<file path="src/rtl/ram_pkg.sv">
// Shared definitions for the 4-requester RAM port arbiter: widths, FSM states
// and the packed-bus slice helper.
package ram_pkg;

  localparam int unsigned DATA_W = 8;
  localparam int unsigned ADDR_W = 2;
  localparam int unsigned N_REQ  = 4;

  typedef enum logic [1:0] {
    IDLE,
    ACCESS,
    RESP
  } state_t;

  // Low bit of field idx in a bus that packs equal-width fields side by side.
  function automatic int unsigned slice_lo(input int unsigned idx,
                                           input int unsigned width);
    return idx * width;
  endfunction

endpackage

</file>
<file path="src/rtl/ram_port_arbiter_rr_pick4.sv">
// Rotating-priority encoder: picks the first set request at or above ptr,
// wrapping from 3 back to 0.
module rr_pick4
  import ram_pkg::*;
(
  input  logic [3:0] i_req,
  input  logic [1:0] i_ptr,
  output logic [1:0] o_win,
  output logic       o_valid
);

  logic [1:0] w_idx;

  always_comb begin
    o_win   = '0;
    o_valid = 1'b0;
    w_idx   = '0;
    for (int unsigned k = 0; k < N_REQ; k++) begin
      w_idx = i_ptr + 2'(k);
      if (!o_valid && i_req[w_idx]) begin
        o_valid = 1'b1;
        o_win   = w_idx;
      end
    end
  end

endmodule

</file>
<file path="src/rtl/ram_port_arbiter.sv">
// Round-robin owner of the single RAM port: IDLE picks and latches a winner,
// ACCESS drives the byte mux for one cycle, RESP returns done/rdata.
module ram_port_arbiter
  import ram_pkg::*;
#(
  parameter int unsigned DATA_W = ram_pkg::DATA_W,
  parameter int unsigned ADDR_W = ram_pkg::ADDR_W
) (
  input  logic                      clk,
  input  logic                      rst,
  input  logic [N_REQ-1:0]          req,
  input  logic [N_REQ-1:0]          req_we,
  input  logic [N_REQ*ADDR_W-1:0]   req_addr,
  input  logic [N_REQ*DATA_W-1:0]   req_wdata,
  output logic [N_REQ-1:0]          gnt,
  output logic [N_REQ-1:0]          done,
  output logic [DATA_W-1:0]         rdata,
  output logic                      mem_s1,
  output logic                      mem_s0,
  output logic                      mem_en_n,
  output logic                      mem_we,
  output logic [DATA_W-1:0]         mem_wdata,
  input  logic [DATA_W-1:0]         mem_rdata
);

  state_t              r_state;
  logic [1:0]          r_ptr;
  logic [1:0]          r_win;
  logic                r_we;
  logic [N_REQ-1:0]    r_gnt;
  logic [N_REQ-1:0]    r_done;
  logic [DATA_W-1:0]   r_rdata;
  logic [ADDR_W-1:0]   r_sel;
  logic                r_en_n;
  logic                r_mem_we;
  logic [DATA_W-1:0]   r_mem_wdata;

  logic [1:0]          w_win;
  logic                w_valid;
  logic                w_sel_we;
  logic [ADDR_W-1:0]   w_sel_addr;
  logic [DATA_W-1:0]   w_sel_wdata;

  rr_pick4 u_pick (
    .i_req   (req),
    .i_ptr   (r_ptr),
    .o_win   (w_win),
    .o_valid (w_valid)
  );

  always_comb begin
    w_sel_we    = req_we[w_win];
    w_sel_addr  = req_addr[slice_lo(32'(w_win), ADDR_W) +: ADDR_W];
    w_sel_wdata = req_wdata[slice_lo(32'(w_win), DATA_W) +: DATA_W];
  end

  // The mux-drive registers double as the latched address/data of the winner.
  always_ff @(posedge clk) begin
    if (rst) begin
      r_state     <= IDLE;
      r_ptr       <= '0;
      r_win       <= '0;
      r_we        <= 1'b0;
      r_gnt       <= '0;
      r_done      <= '0;
      r_rdata     <= '0;
      r_sel       <= '0;
      r_en_n      <= 1'b1;
      r_mem_we    <= 1'b0;
      r_mem_wdata <= '0;
    end else begin
      case (r_state)
        IDLE: begin
          r_gnt   <= '0;
          r_done  <= '0;
          r_rdata <= '0;
          if (w_valid) begin
            r_win       <= w_win;
            r_we        <= w_sel_we;
            r_gnt       <= 4'(4'b0001 << w_win);
            r_en_n      <= 1'b0;
            r_mem_we    <= w_sel_we;
            r_sel       <= w_sel_addr;
            r_mem_wdata <= w_sel_wdata;
            r_state     <= ACCESS;
          end
        end
        ACCESS: begin
          r_done      <= r_gnt;
          r_rdata     <= r_we ? '0 : mem_rdata;
          r_en_n      <= 1'b1;
          r_mem_we    <= 1'b0;
          r_sel       <= '0;
          r_mem_wdata <= '0;
          r_state     <= RESP;
        end
        RESP: begin
          r_gnt   <= '0;
          r_done  <= '0;
          r_rdata <= '0;
          r_ptr   <= r_win + 2'd1;
          r_state <= IDLE;
        end
        default: r_state <= IDLE;
      endcase
    end
  end

  assign gnt       = r_gnt;
  assign done      = r_done;
  assign rdata     = r_rdata;
  assign mem_s1    = r_sel[1];
  assign mem_s0    = r_sel[0];
  assign mem_en_n  = r_en_n;
  assign mem_we    = r_mem_we;
  assign mem_wdata = r_mem_wdata;

endmodule
</file>
<file path="config.mk">
export PLATFORM = sky130hd
export DESIGN_NAME = ram_port_arbiter
export DESIGN_NICKNAME = d
export VERILOG_FILES = /design/src/rtl/ram_pkg.sv /design/src/rtl/ram_port_arbiter_rr_pick4.sv /design/src/rtl/ram_port_arbiter.sv
export SDC_FILE = /design/constraint.sdc
export NUM_CORES = 1
export LEC_CHECK = 0
export BUFFER_PORTS_ARGS = -buffer_cell sky130_fd_sc_hd__clkbuf_2
export CORE_MARGIN = 3
export CORE_UTILIZATION = 35
export DETAILED_ROUTE_END_ITERATION = 10
export HOLD_SLACK_MARGIN = 0.15
export PLACE_DENSITY_LB_ADDON = 0.05
export SETUP_SLACK_MARGIN = 0.1
export SYNTH_ARGS = -nofsm -noshare
export SYNTH_HDL_FRONTEND = slang
export SYNTH_SLANG_ARGS = --single-unit
</file>
<file path="constraint.sdc">
create_clock -name clk -period 2.3 [get_ports clk]
set_input_delay 0.46 -clock clk [delete_from_list [all_inputs] [get_ports clk]]
set_output_delay 0.46 -clock clk [all_outputs]
set_load 0.005 [all_outputs]
</file>
==> flow_summary_export.csv <==
group,metric,value,unit
outcome,status,"complete, no violations",
die,die_x,75.7,um
place,dp_cells,338,
worst_hold_path,holdPathStages,2,
setup_path,r2r_cells,6,
route,post_drt_wl_per_cell,13.6,um
timing,finalHoldViolations,0,
final_layout,layout_commonest_cell,"clkbuf_2",
die,fp.dieArea,0.00573,mm^2
pwr,p_leak,1.06,nW
clock_tree,cts_sinks,35,
final_layout,stdcell_area,0.00232,mm^2
route,avgViaCountPerCell,5.00,
die,io_pins,86,
global_routing,antenna_found_initial,0,
final_layout,nFillCells,452,
logic_synthesis,synth_nets,253,
timing,setup_viol,0,
setup_path,crit_slowest_cell,"dfxtp_1",
final_layout,drive_above_1_share,37.7,%
timing,fin_crit,1830,ps
logic_synthesis,yosys_warnings,0,
clock_tree,cts_tree,"built",
setup_path,critPathRequiredTime,2450,ps
pwr,vdd_ir_drop_max,0.000318,V
timing,hold_ws,377,ps
logic_synthesis,synth_cell_types,31,
timing,drv_slew,0,
route,drtAntennaViolNets,0,
logic_synthesis,syn_area,0.00170,mm^2
logic_synthesis,synth_edf_count,0,
setup_path,crit_buf_inv,1,
setup_path,critPathMaxStageDelay,410,ps
place,placedInstanceArea,0.00221,mm^2
route,first_pass_iters,4,
place,portBuffers,85,
timing,fmax,545,MHz
final_layout,insertedDiodeCount,0,
logic_synthesis,ys_async_sr_fraction,0,%
worst_hold_path,hold_class,"in2reg",
logic_synthesis,yosys_register_bits,35,
setup_path,end_kind,"flip-flop",
global_routing,grt.total_usage,17.4,%
route,routed_wl,4710,um
setup_path,rrSetupSlack,470,ps
clock_tree,clk_pin_slew_worst_paths,80,ps
setup_path,cp.arrival,1980,ps
die,die_h,75.7,um
die,rows,24,
route,num_vias,1731,
setup_path,critPathKind,"reg2reg",
setup_path,worst_path_dominant_cell_family,"multiplexers",
timing,tns,0,ps
global_routing,grt_pass1_wl,7510,um
worst_hold_path,min_to,"r_state[0]$_SDFFE_PP0P_",
setup_path,crit_path_frequent_cell,"mux2i_1",
die,start_util,37.5,%
timing,fin_skew,6.21,ps
timing,rsz0062_at_grt,"false",
logic_synthesis,yosys_most_used_dff,"dfxtp_1",
final_layout,final_cell_mix,"clkbuf_2, dfxtp_1, nor2_1",
place,dp.final_hpwl,3710,um
final_layout,nNetsFinal,338,
clock_tree,clock_latency,290,ps
clock_tree,cts-hold-fix-buffers,0,
clock_tree,htreeDepth,2,
setup_path,crit_path_start_kind,"flip-flop",
timing,slew_headroom,63.4,%
clock_tree,clockBufferDepth,2,
clock_tree,cts_resized,0,
final_layout,area_growth,36.6,%
clock_tree,postCtsSetupRepairBufs,0,
flow_run,max-cap-violations,0,
global_routing,grt_max_degree,15,
pwr,p_per_area,675,mW/mm^2
worst_hold_path,hp-start,"rst",
global_routing,grt_pass1_vias,1607,
logic_synthesis,synth_cells,195,
logic_synthesis,yosysSeqAreaShare,41.2,%
logic_synthesis,syn_avg_cell_area,8.73,um^2
final_layout,layoutNonFillerInstCount,346,
global_routing,overflow,0,
setup_path,crit_chain,"mux2i_1 -> nor2_1 -> nor3_4 -> buf_4 -> mux2i_1 -> o211ai_1",
pwr,finalPower,1.57,mW
route,drtIter0Drc,62,
route,drc,0,
setup_path,timing.rr.end,"mem_wdata[2]$_SDFFE_PP0P_",
setup_path,r2r_start,"r_ptr[1]$_SDFFE_PP0P_",
timing,max_slew.worst_pin.slew,544,ps
clock_tree,cts_made_buffers,5,
timing,min_period_over_period,79.7,%
setup_path,critPathMaxFanout,13,
clock_tree,root_buffer,"clkbuf_8",
place,place.gp.congestion,0.758,
die,core,0.00453,mm^2
==> state kept, by name, summed over array words and instances, names as in the netlist <==
register / cells
mem_wdata: 8
rdata: 8
done: 4
gnt: 4
r_ptr: 2
r_sel: 2
r_state: 2
r_win: 2
mem_en_n: 1
mem_we: 1
r_we: 1
==> how the worst max path moves through the flow <==
stage / startpoint / cells past startpoint / to / slack [ps]
floorplan: req[2] / 5 / gnt[0]$_SDFFE_PP0N_ / 610
global placement: req[1] / 5 / mem_we$_SDFFE_PP0P_ / 290
detailed placement: req[1] / 5 / r_we$_SDFFE_PP0P_ / 350
CTS: r_ptr[1]$_SDFFE_PP0P_ / 6 / mem_wdata[2]$_SDFFE_PP0P_ / 470
global route: r_ptr[1]$_SDFFE_PP0P_ / 6 / mem_wdata[2]$_SDFFE_PP0P_ / 280
finish: r_ptr[1]$_SDFFE_PP0P_ / 6 / mem_wdata[2]$_SDFFE_PP0P_ / 470
==> kinds of logic after synthesis <==
family	count (synthesis)	share of synthesized area (%)
multiplexers	18	10.6
XOR/XNOR	1	0.515
AO/OA/AOI/OAI	54	22.9
buffers and inverters	18	4.26
AND/OR/NAND/NOR	69	20.5
flip-flops	35	41.2
==> where the power goes <==
| group | total, mW | switching [mW] | internal (mW) |
|---|---|---|---|
| clock | 0.581 | 0.230 | 0.351 |
| sequential | 0.682 | 0.0314 | 0.651 |
| combinational | 0.305 | 0.155 | 0.151 |
| total | 1.57 | 0.416 | 1.15 |
==> Yosys cell counts, types with 2 or more instances <==
cell	count	area share (%)
a22oi_1	8	3.5
a21o_1	11	4.9
inv_1	3	0.66
o221ai_1	2	1.0
or4b_1	2	1.2
clkbuf_1	10	2.2
or2_2	3	1.1
o31ai_1	10	4.4
buf_1	3	0.66
dfxtp_1	35	41
nand2_1	18	4.0
nor2_1	24	5.3
nor4_1	2	0.74
a21oi_1	10	2.9
mux2i_1	18	11
o211ai_1	10	4.4
nand4_1	10	3.7
nand2b_1	3	1.1
==> final cells by class <==
class	instances	area (um^2)	share of cell area, %
Timing Repair Buffer	93	485	20.9
Inverter	3	11.3	0.484
Sequential cell	35	701	30.1
Multi-Input combinational cell	142	928	39.9
Tap cell	65	81.3	3.50
Clock buffer	6	82.6	3.55
Clock inverter	2	35.0	1.51
==> stage by stage <==
stage	utilization [%]	setup WS, ps
6_report	51.3	466
5_1_grt	51.3	280
4_1_cts	51.3	471
3_5_place_dp	48.7	353
3_3_place_gp	48.7	290
2_1_floorplan	-	607
==> metal layers <==
layer / wire, um / global-route usage (%)
met1: 2070 / 22.9
met2: 2330 / 27.4
met3: 240 / 5.15
met4: 72 / 5.24
met5: 0 / 0
Power figures use the tool's default switching activity.
